### config.mk
export PLATFORM = sky130hd
export DESIGN_NAME = game_countdown_timer
export DESIGN_NICKNAME = d
export VERILOG_FILES = /design/src/rtl/timer_pkg.sv /design/src/rtl/rise_edge_detect.sv /design/src/rtl/game_countdown_timer.sv
export SDC_FILE = /design/constraint.sdc
export NUM_CORES = 1
export LEC_CHECK = 0
export CORE_MARGIN = 5
export CORE_UTILIZATION = 40
export DETAILED_ROUTE_END_ITERATION = 6
export GPL_TIMING_DRIVEN = 0
export SLEW_MARGIN = 20
export SYNTH_ARGS = -nofsm -noshare
export SYNTH_HDL_FRONTEND = slang
export SYNTH_SLANG_ARGS = --single-unit
### constraint.sdc
create_clock -name basys_clk -period 2.1 [get_ports basys_clk]
set_input_delay 0.42 -clock basys_clk [delete_from_list [all_inputs] [get_ports basys_clk]]
set_output_delay 0.42 -clock basys_clk [all_outputs]
set_load 0.005 [all_outputs]
### src/rtl/timer_pkg.sv
`default_nettype none
// +----------------------------------------------------------------------+
// | timer_pkg : shared types, constants and BCD helpers for the          |
// |             game countdown timer.                                    |
// | Rev 1.0                                                              |
// +----------------------------------------------------------------------+
package timer_pkg;

  typedef enum logic [1:0] {
    ST_IDLE   = 2'd0,
    ST_RUN    = 2'd1,
    ST_PAUSED = 2'd2,
    ST_DONE   = 2'd3
  } state_e;

  typedef logic [3:0] bcd_t;

  typedef struct packed {
    bcd_t tens;
    bcd_t ones;
  } bcd2_t;

  localparam int MAX_SECONDS     = 99;
  localparam int DEFAULT_SECONDS = 60;

  // Compare/subtract-10 chain; input must already be clamped to 0..99.
  function automatic bcd2_t bin_to_bcd99(input logic [6:0] bin);
    logic [6:0] rem;
    bcd2_t      res;
    rem      = bin;
    res.tens = 4'd0;
    for (int i = 0; i < 9; i++) begin
      if (rem >= 7'd10) begin
        rem      = rem - 7'd10;
        res.tens = res.tens + 4'd1;
      end
    end
    res.ones = 4'(rem);
    return res;
  endfunction

  function automatic bcd2_t bcd_decrement(input bcd2_t v);
    bcd2_t res;
    if (v.ones != 4'd0) begin
      res.tens = v.tens;
      res.ones = v.ones - 4'd1;
    end else begin
      res.ones = 4'd9;
      res.tens = (v.tens != 4'd0) ? v.tens - 4'd1 : 4'd0;
    end
    return res;
  endfunction

endpackage
`default_nettype wire

### src/rtl/rise_edge_detect.sv
`default_nettype none
// +----------------------------------------------------------------------+
// | rise_edge_detect : one-cycle pulse on a rising edge of a level that  |
// |                    is sampled as data in the basys_clk domain.       |
// | Rev 1.0                                                              |
// +----------------------------------------------------------------------+
module rise_edge_detect #(
  parameter logic RESET_VALUE = 1'b1
) (
  input  logic basys_clk,
  input  logic rst_n,
  input  logic in,
  output logic pulse
);

  logic prev_q;

  // History resets to the expected idle level of the input so that the
  // first cycle after reset never reports a spurious edge.
  always_ff @(posedge basys_clk or negedge rst_n) begin
    if (!rst_n) begin
      prev_q <= RESET_VALUE;
    end else begin
      prev_q <= in;
    end
  end

  assign pulse = in & ~prev_q;

endmodule
`default_nettype wire

### src/rtl/game_countdown_timer.sv
`default_nettype none
// +----------------------------------------------------------------------+
// | game_countdown_timer : loadable 0-99 s BCD round timer driven by the |
// |                        1 Hz slow_clk, with start/pause and expiry.   |
// | Rev 1.0                                                              |
// +----------------------------------------------------------------------+
module game_countdown_timer #(
  parameter int MAX_SECONDS     = timer_pkg::MAX_SECONDS,
  parameter int DEFAULT_SECONDS = timer_pkg::DEFAULT_SECONDS
) (
  input  logic       basys_clk,
  input  logic       rst_n,
  input  logic       slow_clk,
  input  logic       load,
  input  logic [6:0] load_value,
  input  logic       start,
  input  logic       pause,
  output logic [3:0] tens,
  output logic [3:0] ones,
  output logic       running,
  output logic       expired,
  output logic       time_up
);

  import timer_pkg::*;

  localparam bcd2_t RESET_BCD = '{tens: 4'(DEFAULT_SECONDS / 10),
                                  ones: 4'(DEFAULT_SECONDS % 10)};

  state_e     state_q;
  bcd2_t      digits_q;
  logic       running_q;
  logic       expired_q;
  logic       time_up_q;

  logic       tick;
  logic [6:0] load_clamped;
  bcd2_t      load_bcd;
  logic       count_zero;
  logic       count_last;

  rise_edge_detect #(
    .RESET_VALUE (1'b1)
  ) u_slow_edge (
    .basys_clk (basys_clk),
    .rst_n     (rst_n),
    .in        (slow_clk),
    .pulse     (tick)
  );

  assign load_clamped = (load_value > 7'(MAX_SECONDS)) ? 7'(MAX_SECONDS) : load_value;
  assign load_bcd     = bin_to_bcd99(load_clamped);

  assign count_zero = (digits_q.tens == 4'd0) && (digits_q.ones == 4'd0);
  // 01 and the unreachable 00-in-RUN both land in DONE, so the count never wraps.
  assign count_last = (digits_q.tens == 4'd0) && (digits_q.ones <= 4'd1);

  always_ff @(posedge basys_clk or negedge rst_n) begin
    if (!rst_n) begin
      state_q   <= ST_IDLE;
      digits_q  <= RESET_BCD;
      running_q <= 1'b0;
      expired_q <= 1'b0;
      time_up_q <= 1'b0;
    end else begin
      expired_q <= 1'b0;
      if (load) begin
        digits_q  <= load_bcd;
        state_q   <= ST_IDLE;
        running_q <= 1'b0;
        time_up_q <= 1'b0;
      end else begin
        case (state_q)
          ST_IDLE: begin
            if (start) begin
              if (count_zero) begin
                state_q   <= ST_DONE;
                time_up_q <= 1'b1;
                expired_q <= 1'b1;
              end else begin
                state_q   <= ST_RUN;
                running_q <= 1'b1;
              end
            end
          end
          ST_RUN: begin
            // A tick coinciding with pause is intentionally dropped.
            if (pause) begin
              state_q   <= ST_PAUSED;
              running_q <= 1'b0;
            end else if (tick) begin
              if (count_last) begin
                digits_q  <= '0;
                state_q   <= ST_DONE;
                running_q <= 1'b0;
                time_up_q <= 1'b1;
                expired_q <= 1'b1;
              end else begin
                digits_q  <= bcd_decrement(digits_q);
              end
            end
          end
          ST_PAUSED: begin
            if (start) begin
              state_q   <= ST_RUN;
              running_q <= 1'b1;
            end
          end
          ST_DONE: begin
            digits_q <= '0;
          end
          default: begin
            state_q   <= ST_IDLE;
            running_q <= 1'b0;
            time_up_q <= 1'b0;
          end
        endcase
      end
    end
  end

  assign tens    = digits_q.tens;
  assign ones    = digits_q.ones;
  assign running = running_q;
  assign expired = expired_q;
  assign time_up = time_up_q;

endmodule
`default_nettype wire

==> key figures, run 1 <==
Outcome
  • Status: finished, violations left
  • Failing checks: negative setup slack

Placed design
  • GPL Wtd Cong: 0.8990
  • Post-DP HPWL: 7793 um
  • Port Buffers: 23
  • Placed cells: 599

STA
  • Worst clock skew: 0.008048 ns
  • Setup violators final: 10
  • Fin crit share: 519.0%
  • Setup ws final: -8.798 ns
  • Final Hold Vio Count: 0
  • F_max: 91.76 MHz
  • Clock period minus worst slack: 10.90 ns
  • Final TNS setup: -60.89 ns
  • Fin. max-slew vios: 0
  • RSZ-0062 raised after global routing: true
  • Measured slew at the worst slew-check pin: 0.8101 ns
  • Slew headroom: 45.42%

Route
  • Routed WL: 11450 um
  • Via count: 4194
  • DR iter-0 viols: 211
  • Via density: 6.087
  • DR pass1 iterations: 5
  • Routed Antenna Nets: 0
  • WL/cell: 16.61 um
  • Number of remaining DRC errors: 0

Yosys
  • Adder-cell share of the synthesized area: 8.624%
  • Most common cell in the netlist: nand2_1
  • Synth Cell Area: 0.003482 mm2
  • Syn Inst Count: 468
  • Async SR Flop Fraction: 100.0%
  • YS warnings: 0
  • Ys flop type: dfrtp_1
  • Average cell area after synthesis: 7.440 um2
  • Mapped Nets: 505
  • Seq/Total Area, Yosys: 10.17%
  • Synth cell types: 92
  • XOR/XNOR Fraction of Synth Area: 5.282%
  • EDFF count, synth: 0
  • Synth top area cells: ha_1 8.6%, dfrtp_1 7.9%, o21ai_0 4.7%
  • Largest family of logic cells by synthesized area: compound AO/OA/AOI/OAI gates
  • Cell taking the most area after synthesis: ha_1
  • Post-synthesis simple-gate area fraction: 29.90%
  • Commonest cells in the netlist: 42 x nand2_1, 40 x nor2_1, 33 x o21ai_0
  • Synth Area in Compound Gates: 34.57%
  • Post-synth top area share: 8.624%
  • Multiplexer share of the synthesized area: 6.971%
  • #FFs+latches synth: 14

Floorplanning
  • Core Region: 0.008593 mm2
  • Die height: 103.3 um
  • Ports: 24
  • Row count: 34
  • Die Wd: 103.3 um
  • Starting Density: 40.52%
  • Die footprint: 0.01067 mm2

Critical path
  • CP Class: input pin to flop
  • Highest-delay cell along the critical path: o311a_4
  • Worst EP required: 2.27 ns
  • FF-to-FF path depth: 11
  • Worst Path Max Fanout: 7
  • Arrival time at the worst endpoint: 11.07 ns
  • CP most frequent cell: ha_4
  • Slowest stage delay, CP: 0.38 ns
  • CP Capture Type: flop
  • Worst R2R Start: tens[0]
  • Reg2reg setup slack: -0.25 ns
  • Worst setup SP type: input pin
  • R2r endpoint: tens[3]

Final layout
  • Finished Layout Cells: 689
  • Area growth syn-to-layout: 51.49%
  • Antenna cells: 0
  • Share of cells above drive strength 1: 40.10%
  • # nets final: 619
  • Final core occ: 61.39%

Clocking
  • CTS clock-pin slew for the worst setup and hold paths: 0.06 ns
  • Root buf cell: clkbuf_8
  • Worst-Skew Late Latency: 0.25 ns
  • CTS buffer count: 3
  • CTS tree: built
  • TritonCTS Sinks: 14
  • Longest Clk Path Bufs: 2
  • H-tree depth: 1

GRT
  • Vias in the first global route: 3838
  • Gr ovfl total: 0
  • Initial antenna violation count: 0
  • Overall Global Routing Usage: 20.68%
  • Pin count of the biggest net entering global routing: 15
  • First-pass GRT wire length: 18170 um

Hold path
  • HP Class: flop to flop
  • Hold Path Origin: running
  • Hold depth: 2
  • Worst Hold Path EP: running

Run
  • Max-cap viol count: 0
registers in the layout, summed over array words and instances, names as in the netlist:
register            flops
expired                 1
tens                    4
state_q                 2
running                 1
ones                    4
time_up                 1
u_slow_edge.prev_q      1
area by class of cell:
type | instances | area (um2)
plain buffers | 9 | 56.30
flip-flops and latches | 14 | 354.1
well taps | 108 | 135.1
fillers | 731 | 3318
multi-input cells | 417 | 3638
clock buffers | 4 | 45.04
inverters | 28 | 115.1
repair buffers | 109 | 930.9
stage by stage:
step | worst slack (ns) | instance area, um2 | hold slack, ns
after global routing | -9.211 | 5275 | 0.5564
final | -8.798 | 5275 | 0.5135
after floorplan | -9.206 | 3800 | 0.1244
after detailed placement | -11.12 | 4165 | 0.5048
after CTS | -8.410 | 4987 | 0.5216
after global placement | -11.04 | 4165 | 0.5008
placed cells by master, fill, tap and decap left out, types with 6 or more instances in the layout:
cell type,synthesis,final
o21ai_1,7,7
inv_2,1,7
o21ai_0,33,23
ha_1,24,12
inv_1,27,17
o21ai_2,1,6
nand3_1,22,20
clkdlybuf4s50_1,0,17
nor2_1,40,38
nand2_1,42,31
nand2b_1,12,10
mux2_2,10,7
nor3_1,19,17
buf_4,2,80
o21ai_4,1,6
mux2_4,4,7
xnor2_1,16,11
ha_4,0,10
nand2_4,0,7
a21oi_1,20,16
buf_6,1,8
dfrtp_1,11,11
timing repair:
| action | 4_1_cts | 5_1_grt |
|---|---|---|
| hold buffers | 0 | 0 |
| pin swaps | 41 | 27 |
| hold endpoints to repair | 0 | 0 |
| resized for setup | 74 | 35 |
| endpoints found under the setup margin | 12 | 12 |
| buffers inserted | 69 | 21 |
cells by family (layout without fill, tap and decap cells):
kind of cell,count (synthesis),after routing
buffers and inverters,37,150
xor gates and xnor gates,21,21
DFF,14,14
muxes,21,21
and+or+nand+nor,195,195
AOI/OAI and AO/OA,156,156
adders and majority gates,24,24
worst max path at each step:
stage | to | startpoint | slack [ns]
floorplan | tens[1] | load_value[2] | -9.21
global placement | tens[1] | load_value[4] | -11.04
detailed placement | tens[1] | load_value[4] | -11.12
CTS | tens[1] | load_value[3] | -8.41
global route | tens[1] | load_value[2] | -9.21
finish | tens[1] | load_value[2] | -8.80
worst max-delay path, delay by kind of cell:
family          cells  cell delay (ns)
buf+inv            10             0.86
compound gates     20             3.84
simple gates       23             3.27
mux                 4             1.18
fa+ha+maj           9             1.45
metal layers:
metal	track usage, %	up-vias	share of wire (%)
li1	-	2038	-
met1	28.91	1991	46
met2	34.39	135	48
met3	2.482	30	4.3
met4	4.084	0	1.9
met5	0	-	0
Power of run 1 is left out: the tool's default activity adds up to more than one toggle a clock period on the data nets, which glitch-free logic cannot reach.
==> inputs of run 2 (changes only) <==
--- a/config.mk
+++ b/config.mk
@@ -6,9 +6,10 @@
 export NUM_CORES = 1
 export LEC_CHECK = 0
 export CORE_MARGIN = 5
-export CORE_UTILIZATION = 40
+export CORE_UTILIZATION = 45
 export DETAILED_ROUTE_END_ITERATION = 6
 export GPL_TIMING_DRIVEN = 0
+export PLACE_DENSITY = 0.66
 export SLEW_MARGIN = 20
 export SYNTH_ARGS = -nofsm -noshare
 export SYNTH_HDL_FRONTEND = slang
==> run 2 against run 1 <==
The flow still finishes with violations (negative setup slack). Critical endpoint unchanged. Critical path depth shrank 1. Critical path type unchanged. Clock skew shrank 0.0051 ns. First-iteration DRC count shrank 6.6%. Highest routed layer unchanged.
==> key figures, run 2 (same netlist as run 1, synthesis figures left out) <==
STA
  • Final TNS setup: -60.99 ns
  • Final Hold Vio Count: 0
  • Worst clock skew: 0.002979 ns
  • Measured slew at the worst slew-check pin: 0.8514 ns
  • Clock period minus worst slack: 10.94 ns
  • Slew headroom: 42.64%
  • Setup violators final: 10
  • Setup ws final: -8.839 ns
  • Fin crit share: 520.9%
  • RSZ-0062 raised after global routing: true
  • Fin. max-slew vios: 0
  • F_max: 91.42 MHz

Critical path
  • Worst setup SP type: input pin
  • Worst Path Max Fanout: 6
  • CP delay by family, top: simple AND/OR/NAND/NOR gates
  • CP Capture Type: flop
  • Arrival time at the worst endpoint: 11.11 ns
  • WP buf/inv: 11
  • CP Class: input pin to flop
  • CP most frequent cell: ha_4
  • Slowest stage delay, CP: 0.41 ns
  • Worst EP required: 2.27 ns
  • Highest-delay cell along the critical path: or3_4

Final layout
  • Finished Layout Cells: 668
  • Commonest non-fill, non-tap cell in the layout: buf_4
  • # nets final: 604
  • Final core occ: 66.82%
  • Area occupied by multi-input gates: 0.003643 mm2
  • Area growth syn-to-layout: 46.75%
  • Fillers: 618
  • Most frequent cells in the layout: 67 x buf_4, 36 x nor2_1, 33 x nand2_1
  • Seq. cell area: 354.1 um2
  • Share of cells above drive strength 1: 38.16%
  • Design area: 0.005110 mm2
  • Antenna cells: 0

Placed design
  • Post-DP HPWL: 7466 um
  • Placed cells: 593
  • Placed cell area: 0.004158 mm2
  • GPL Wtd Cong: 0.9339
  • Port Buffers: 23

Route
  • DR pass1 iterations: 5
  • Routed Antenna Nets: 0
  • Via density: 6.157
  • Number of remaining DRC errors: 0
  • DR iter-0 viols: 197
  • Via count: 4113
  • WL/cell: 15.96 um
  • Routed WL: 10660 um

Outcome
  • Status: finished, violations left
  • Failing checks: negative setup slack

GRT
  • Overall Global Routing Usage: 19.43%
  • Vias in the first global route: 3618
  • Gr ovfl total: 0
  • First-pass GRT wire length: 16390 um
  • Initial antenna violation count: 0
  • Pin count of the biggest net entering global routing: 15

Hold path
  • HP Class: flop to flop

Clocking
  • TritonCTS Sinks: 14
  • CTS buffer count: 3
  • CTS Hold Bufs: 0
  • CTS clock-pin slew for the worst setup and hold paths: 0.06 ns
  • Root buf cell: clkbuf_8
  • Worst-Skew Late Latency: 0.24 ns
  • H-tree depth: 1
  • Longest Clk Path Bufs: 2
  • CTS tree: built

Floorplanning
  • Die Wd: 97.97 um
  • Row count: 32
  • Ports: 24
  • Starting Density: 45.53%
  • Die height: 97.97 um
  • Die footprint: 0.009597 mm2
  • Core Region: 0.007647 mm2

Run
  • Max-cap viol count: 0
## run 2: final cells by class
cell class / count / share of cell area (%)
multi-input cells: 417 / 71.30
flip-flops and latches: 14 / 6.929
clock buffers: 4 / 0.8815
plain buffers: 9 / 1.102
inverters: 28 / 2.302
repair buffers: 94 / 14.99
well taps: 102 / 2.498
## run 2: metal layers
metal  vias up  GRT usage [%]  routed length, um
met4         0          2.982                165
met3        17         0.8571                458
met2       123          34.71               5298
li1       2001              -                  -
met1      1972          26.40               4741
met5         -              0                  0
## run 2: final timing paths
kind | start | end | slack (ns) | depth (start not counted)
min in group asynchronous | rst_n | time_up | 0.56 | 1
max in group asynchronous | rst_n | running | 1.14 | 1
max | load_value[3] | tens[1] | -8.84 | 65
min reg2reg | time_up | time_up | 0.51 | 2
max reg2reg | tens[0] | tens[3] | -0.15 | 11
min | time_up | time_up | 0.51 | 2
## run 2: tightest hold or removal path: cells and delay by family (launching register included)
family	cells	cell delay (ns)
compound gates	1	0.04
simple gates	1	0.08
flops	1	0.35
## run 2: repair_timing
action                     CTS  global route
gates resized for setup     34            65
buffers inserted            30            42
setup endpoints to repair   12            11
pin swaps                   21            23
## run 2: metrics by stage
stage / hold slack (ns) / setup WS (ns)
4_1_cts: 0.5160 / -8.910
3_5_place_dp: 0.5004 / -11.04
3_3_place_gp: 0.4901 / -10.91
2_1_floorplan: 0.1244 / -9.206
5_1_grt: 0.5700 / -9.212
6_report: 0.5125 / -8.839
Power of run 2 is left out for the same reason.
==> inputs of run 3 (changes only) <==
--- a/config.mk
+++ b/config.mk
@@ -5,6 +5,7 @@
 export SDC_FILE = /design/constraint.sdc
 export NUM_CORES = 1
 export LEC_CHECK = 0
+export CAP_MARGIN = 20
 export CORE_MARGIN = 5
 export CORE_UTILIZATION = 45
 export DETAILED_ROUTE_END_ITERATION = 6
==> results of run 3 <==
The final DEF is identical to that of run 2; final timing and power are the same.
Power of run 3 is left out for the same reason.
==> RTL change (flow settings as in run 1) <==
Put one more register stage on the output `expired`, without a reset. The value now appears one clock later. The other outputs are not delayed to match.
--- a/src/rtl/game_countdown_timer.sv
+++ b/src/rtl/game_countdown_timer.sv
@@ -124,3 +124,5 @@
   assign running = running_q;
-  assign expired = expired_q;
+  always_ff @(posedge basys_clk) begin
+    expired <= expired_q;
+  end
   assign time_up = time_up_q;
Function: changed (Yosys sat finds a counterexample within 4 cycles, from zero or initial values and one cycle with rst_n low).
==> RTL change against run 1 <==
  * Worst setup slack improved by 0.57 ns
  * The run still ends with setup timing left
  * Die area rose by 8.2%
  * Final area is 5.7% higher
  * Register-to-register slack lost 0.18 ns
  * Sequential share of layout area is essentially flat
  * Worst hold slack got worse by 0.16 ns
  * Count of clock-buffer cells in the layout is the same
  * Synthesized cell count rose by 6.2%
  * Sequential cell count rose by 1
  * Wire length up 5.2%
  * Highest routed layer unchanged
  * Synthesized area grew 9.1%
  * Clock skew is 0.0035 ns lower
  * Largest cell class unchanged
Power is not shown: default switching activity piles up to over one toggle a cycle in this logic, so the estimate is an artifact.
==> RTL change: results <==
set metrics [dict create \
    status "finished, violations left" \
    violations "setup timing" \
    dp_hpwl_um 7890 \
    instances_no_fill 757 \
    crit_slowest_cell "or4_4" \
    worstPathArrival_ns 10.47 \
    port_buffers 22 \
    syn_avg_cell_area_um2 7.64 \
    fin_ws_ns -8.22 \
    dp.cells 648 \
    grt_max_degree 15 \
    async_flop_share_pct 93.3 \
    startpoint "load_value[4]" \
    wl_per_cell_um 15.9 \
    firstDrtPassIters 4 \
    reg2reg_from "tens[1]" \
    max_stage_delay_ns 0.50 \
    setup-tns-final_ns -57.44 \
    track_usage_pct 19.8 \
    viasPerCell 5.81 \
    cp_max_fo 5 \
    worst-r2r-setup-slack_ns -0.43 \
    reg2reg_depth 10 \
    clock_skew_ns 0.00451 \
    place_congestion 0.825 \
    slew_headroom_pct 25.8 \
    grt_pass1_vias 4178 \
    synth_common_cells "nand2_1, nor2_1, a21oi_1" \
    drt_iter0_markers 187 \
    yosysSeqAreaShare_pct 9.85 \
    grt_pass1_wl_um 19500 \
    synth_nets 534 \
    final-setup-viol-count 11 \
]
## RTL change: cell types whose count changed after synthesis, moves of 5 or more
cell,run 1,this run
o21ai_0,33,21
a21oi_1,20,30
inv_1,27,21
buf_6,1,6
o31a_1,1,6
## RTL change: layout make-up
class	count	area (um2)	area share (%)
clock buffers	4	45.0	0.808
multi-input cells	440	3720	66.7
inverters	25	98.8	1.77
well taps	129	161	2.90
plain buffers	16	148	2.65
flip-flops and latches	15	374	6.71
repair buffers	128	1030	18.5
## RTL change: timing repair
| item | in CTS | in global routing |
|---|---|---|
| resized for setup | 48 | 28 |
| endpoints found under the setup margin | 13 | 13 |
| cloned | 0 | 0 |
| pin swaps | 46 | 40 |
| buffers inserted | 80 | 26 |
## RTL change: worst min path at each step
stage / slack, ns / to / cells after the start / start
after floorplan: 0.12 / expired_q / 0 / rst_n
after global placement: 0.33 / expired / 0 / expired_q
after detailed placement: 0.34 / expired / 0 / expired_q
after CTS: 0.35 / expired / 0 / expired_q
after global routing: 0.36 / expired / 0 / expired_q
final: 0.35 / expired / 0 / expired_q
## RTL change: per-layer routing
| metal | up-vias | share of wire [%] | global-route usage, % |
|---|---|---|---|
| li1 | 2164 | - | - |
| met1 | 2115 | 46 | 26.3 |
| met2 | 101 | 49 | 35.0 |
| met3 | 18 | 3.5 | 1.32 |
| met4 | 0 | 1.2 | 4.42 |
| met5 | - | 0 | 0 |
## RTL change: cells by family (layout without fill, tap and decap cells)
logic type                 after synthesis  in the layout  share of synthesized area, %
buffers and inverters                   42            173                          5.90
adders and majority gates               24             24                          7.91
xor gates and xnor gates                25             25                          5.96
muxes                                   21             21                          6.29
DFF                                     15             15                          9.85
AOI/OAI and AO/OA                      163            163                          34.2
and+or+nand+nor                        207            207                          29.9
## RTL change: per-stage QoR
step,utilization (%),hold slack [ns],setup slack (ns),instance area (um2)
floorplan,-,0.124,-8.27,4090
global placement,48.4,0.331,-9.90,4470
detailed placement,48.4,0.337,-9.96,4470
CTS,56.8,0.351,-7.74,5240
global route,60.3,0.363,-8.62,5570
finish,60.3,0.349,-8.22,5570
